===== config.mk =====
export PLATFORM = sky130hd
export DESIGN_NAME = mem_cmd_arbiter
export DESIGN_NICKNAME = d
export VERILOG_FILES = /design/src/rtl/mem_cmd_arbiter.sv
export SDC_FILE = /design/constraint.sdc
export NUM_CORES = 1
export LEC_CHECK = 0
export CORE_AREA = 5 5 121 123
export CTS_CLUSTER_SIZE = 10
export DETAILED_ROUTE_END_ITERATION = 16
export DIE_AREA = 0 0 126 128
export PLACE_DENSITY = 0.6
export SETUP_SLACK_MARGIN = 0.5
export SLEW_MARGIN = 20
export SYNTH_ARGS = -nofsm -noshare
export SYNTH_HDL_FRONTEND = slang
export SYNTH_SLANG_ARGS = --single-unit

===== constraint.sdc =====
create_clock -name clk -period 1.62 [get_ports clk]
set_clock_uncertainty 0.1 [all_clocks]
set_input_delay 0.324 -clock clk [delete_from_list [all_inputs] [get_ports clk]]
set_output_delay 0.324 -clock clk [all_outputs]
set_load 0.01 [all_outputs]

===== src/rtl/mem_cmd_arbiter.sv =====
// Two-requester arbiter in front of a single-port memory command/response bus.
// One command in flight at a time; read responses are routed back to the owner.
module mem_cmd_arbiter #(
  parameter int FIXED_PRIO = 0
) (
  input  logic        clk,
  input  logic        reset_,
  input  logic        m0_cmd_valid,
  output logic        m0_cmd_ready,
  input  logic        m0_cmd_wr,
  input  logic [31:0] m0_cmd_addr,
  input  logic [31:0] m0_cmd_wdata,
  input  logic [3:0]  m0_cmd_be,
  output logic        m0_rsp_ready,
  output logic [31:0] m0_rsp_rdata,
  input  logic        m1_cmd_valid,
  output logic        m1_cmd_ready,
  input  logic        m1_cmd_wr,
  input  logic [31:0] m1_cmd_addr,
  input  logic [31:0] m1_cmd_wdata,
  input  logic [3:0]  m1_cmd_be,
  output logic        m1_rsp_ready,
  output logic [31:0] m1_rsp_rdata,
  output logic        s_cmd_valid,
  input  logic        s_cmd_ready,
  output logic        s_cmd_wr,
  output logic [31:0] s_cmd_addr,
  output logic [31:0] s_cmd_wdata,
  output logic [3:0]  s_cmd_be,
  input  logic        s_rsp_ready,
  input  logic [31:0] s_rsp_rdata,
  output logic        grant_id,
  output logic        busy,
  output logic        spurious_rsp
);

  localparam logic [1:0] IDLE    = 2'd0;
  localparam logic [1:0] CMD     = 2'd1;
  localparam logic [1:0] RD_WAIT = 2'd2;

  logic [1:0] state_reg;
  logic [1:0] state_next;
  logic       last_grant_reg;
  logic       winner;
  logic       granted_valid;
  logic       granted_wr;
  logic       in_cmd;
  logic       handshake;

  // Round-robin favours whoever did not complete the most recent handshake.
  always_comb begin
    winner = 1'b0;
    if (m0_cmd_valid && m1_cmd_valid) begin
      winner = (FIXED_PRIO != 0) ? 1'b0 : ~last_grant_reg;
    end else if (m1_cmd_valid) begin
      winner = 1'b1;
    end
  end

  assign granted_valid = grant_id ? m1_cmd_valid : m0_cmd_valid;
  assign granted_wr    = grant_id ? m1_cmd_wr    : m0_cmd_wr;
  assign in_cmd        = (state_reg == CMD);
  assign handshake     = in_cmd && granted_valid && s_cmd_ready;

  always_comb begin
    state_next = state_reg;
    case (state_reg)
      IDLE: begin
        if (m0_cmd_valid || m1_cmd_valid) state_next = CMD;
      end
      CMD: begin
        if (!granted_valid)   state_next = IDLE;
        else if (s_cmd_ready) state_next = granted_wr ? IDLE : RD_WAIT;
      end
      RD_WAIT: begin
        if (s_rsp_ready) state_next = IDLE;
      end
      default: state_next = IDLE;
    endcase
  end

  always_ff @(posedge clk or negedge reset_) begin
    if (!reset_) begin
      state_reg      <= IDLE;
      grant_id       <= 1'b0;
      last_grant_reg <= 1'b1;
      spurious_rsp   <= 1'b0;
    end else begin
      state_reg <= state_next;
      if (state_reg == IDLE && (m0_cmd_valid || m1_cmd_valid)) grant_id <= winner;
      if (handshake) last_grant_reg <= grant_id;
      // A response with no read outstanding is dropped and latched as an error.
      if (s_rsp_ready && state_reg != RD_WAIT) spurious_rsp <= 1'b1;
    end
  end

  assign s_cmd_valid  = in_cmd && granted_valid;
  assign s_cmd_wr     = granted_wr;
  assign s_cmd_addr   = grant_id ? m1_cmd_addr  : m0_cmd_addr;
  assign s_cmd_wdata  = grant_id ? m1_cmd_wdata : m0_cmd_wdata;
  assign s_cmd_be     = grant_id ? m1_cmd_be    : m0_cmd_be;
  assign m0_cmd_ready = in_cmd && !grant_id && s_cmd_ready;
  assign m1_cmd_ready = in_cmd &&  grant_id && s_cmd_ready;

  assign m0_rsp_ready = (state_reg == RD_WAIT) && !grant_id && s_rsp_ready;
  assign m1_rsp_ready = (state_reg == RD_WAIT) &&  grant_id && s_rsp_ready;
  assign m0_rsp_rdata = s_rsp_rdata;
  assign m1_rsp_rdata = s_rsp_rdata;
  assign busy         = (state_reg != IDLE);

endmodule


==> results.json <==
{
  "run_status": "complete, but fails checks",
  "violations": "setup timing",
  "htreeDepth": 1,
  "gp_congestion": 0.817,
  "crit_type": "register to primary output",
  "synth_cell_type_count": 24,
  "setup_viol": 76,
  "r2r_cells": 6,
  "synth_area_um2": 1710,
  "grt_pass1_vias": 2342,
  "antenna_found_initial": 1,
  "drt-pass1-iter-count": 4,
  "slew_headroom": 0.815,
  "finalCritPeriodShare": 1.26,
  "cp_max_fo": 6,
  "grt_first_pass_wirelength_mm": 11.7,
  "leakagePower_nw": 1.84,
  "startpoint": "grant_id$_DFFE_PN0P_",
  "placedCellCount": 518,
  "hold_viol_final": 0,
  "core-area_um2": 13600,
  "critPathCaptureType": "primary output",
  "nets": 556,
  "final_antenna_net_count": 0,
  "syn_nets": 349,
  "period_minus_slack_ns": 2.04,
  "detailroute.via_count": 2044,
  "cap_viol_max_count": 0,
  "clkLatencyLatePin_ns": 0.23,
  "r2r-end": "state_reg[1]$_DFFE_PN0P_",
  "required_ns": 1.20,
  "start_kind": "register",
  "r2r-start": "grant_id$_DFFE_PN0P_",
  "die_w_um": 126,
  "wl_per_cell_um": 15.4,
  "clockBufferDepth": 2,
  "rsz0062_at_grt": "yes",
  "crit_arrival_ns": 1.62,
  "cts_tree": "yes",
  "powerDensity_nw_per_um2": 1240,
  "overflow": 0,
  "start_util": 0.126,
  "root_buffer": "clkbuf_16",
  "routed_via_density": 3.66,
  "worstMarginPinSlew_ns": 0.277,
  "setup_slack_ns": -0.422,
  "ys_ff_latch": 5,
  "die_h_um": 128,
  "synth-seq-area-share": 0.0739,
  "cts.clk_slew.worst_paths_ns": 0.03,
  "num_io_pins": 317,
  "clock.fmax_mhz": 490,
  "slew_viol_final": 0,
  "diodes": 0,
  "numCtsBuffers": 3,
  "hpwl_mm": 6.85,
  "holdCritPathClass": "input port to async pin",
  "fin_tns_setup_ns": -21.88,
  "instances_no_fill": 559,
  "largest_register_ffs": 2,
  "synth_warnings": 0,
  "routed_wl_mm": 8.61,
  "grt_usage": 0.0909,
  "layout-drive-gt1-share": 0.580,
  "grt_max_degree": 24,
  "syn_area_per_cell_um2": 9.89,
  "die-area_um2": 16100,
  "rows": 43,
  "drt_iter0_drc": 29,
  "ir_worst_vdd_uv": 302,
  "place.port_buffers": 220,
  "power.total_mw": 5.13,
  "syn_to_final_growth_pct": 142,
  "holdBufCountCts": 0,
  "drc_errors": 0,
  "numClockSinks": 5,
  "crit_end": "s_cmd_addr[0]",
  "syn_inst": 173,
  "r2r_setup_slack_ns": -0.10
}
## worst min-delay path by stage
stage | from | endpoint | cells past startpoint
floorplan | reset_ | grant_id$_DFFE_PN0P_ | 0
global placement | spurious_rsp$_DFFE_PN0P_ | spurious_rsp$_DFFE_PN0P_ | 1
detailed placement | spurious_rsp$_DFFE_PN0P_ | spurious_rsp$_DFFE_PN0P_ | 1
CTS | reset_ | state_reg[0]$_DFFE_PN0P_ | 1
global route | reset_ | spurious_rsp$_DFFE_PN0P_ | 1
finish | reset_ | state_reg[0]$_DFFE_PN0P_ | 1
## repair_timing
action                                  4_1_cts  5_1_grt
gates cloned                                  0        4
buffers inserted                             15       18
pin swaps                                     2        3
resized for setup                           193      132
endpoints found under the setup margin       82       82
## cell families (layout without fill, tap and decap cells)
logic type	Yosys count	count (layout)	share of synthesized area
mux	69	69	0.509
simple gates	14	14	0.0476
compound gates	10	10	0.0395
buf+inv	75	281	0.330
flops	5	5	0.0739
## critical path, stage by stage, from the launching register on
cell and delay (ns):
dfrtp_4 0.53, buf_6 0.16, buf_6 0.12, clkbuf_16 0.15
mux2_4 0.30, buf_6 0.12
## Yosys cell counts
master    number  area (µm²)
buf_4         64         480
mux2_2        44         495
mux2_4        25         375
buf_6          5        56.3
a21oi_1        4        20.0
buf_2          4        20.0
dfrtp_1        4         100
nor2_1         3        11.3
inv_1          2        7.51
nand2_1        2        7.51
nor2b_1        2        12.5
o21ai_0        2        10.0
a211oi_1       1        7.51
a21o_1         1        7.51
a31oi_1        1        6.26
and2_1         1        6.26
and3b_1        1        8.76
and4_1         1        8.76
dfstp_2        1        26.3
nand2b_1       1        6.26
nand3b_1       1        7.51
nor3_1         1        5.00
nor3b_1        1        7.51
o32ai_2        1        16.3
## power by group
part	switching, mW	internal [mW]
clock network	0.0897	0.327
logic	1.63	2.82
registers	0.0842	0.187
## layout by cell type, fill, tap and decap left out, drive strengths merged, types with 3 or more instances in the layout
cell type and n:
mux2 69, clkbuf 40, dfrtp 4, clkdlybuf4s15 3, a21oi 4, nor2 3, clkdlybuf4s50 141, buf 92
## through the flow
stage	worst slack (ns)	hold WS [ns]	cell area [µm²]	utilization
after floorplan	0.0696	-0.0716	1750	-
after global placement	-0.612	0.361	3800	0.280
after detailed placement	-0.614	0.359	3800	0.280
after CTS	-0.561	0.247	3860	0.285
after global routing	-0.458	0.265	4140	0.305
final	-0.422	0.238	4140	0.305
## final cells by class
class                           instances  area [µm²]
Tap cell                              180         225
Fill cell                            1468        9420
Inverter                                2        7.51
Sequential cell                         5         131
Timing Repair Buffer                  275        2590
Clock buffer                            4        78.8
Multi-Input combinational cell         93        1110
## layer usage
| layer | vias up | GRT usage | wire, µm |
|---|---|---|---|
| met5 | - | 0 | 13 |
| met4 | 2 | 0.0284 | 125 |
| met3 | 14 | 0.0513 | 1020 |
| met2 | 142 | 0.169 | 4500 |
| met1 | 937 | 0.0845 | 2940 |
| li1 | 949 | - | - |
Power figures use the tool's default switching activity.
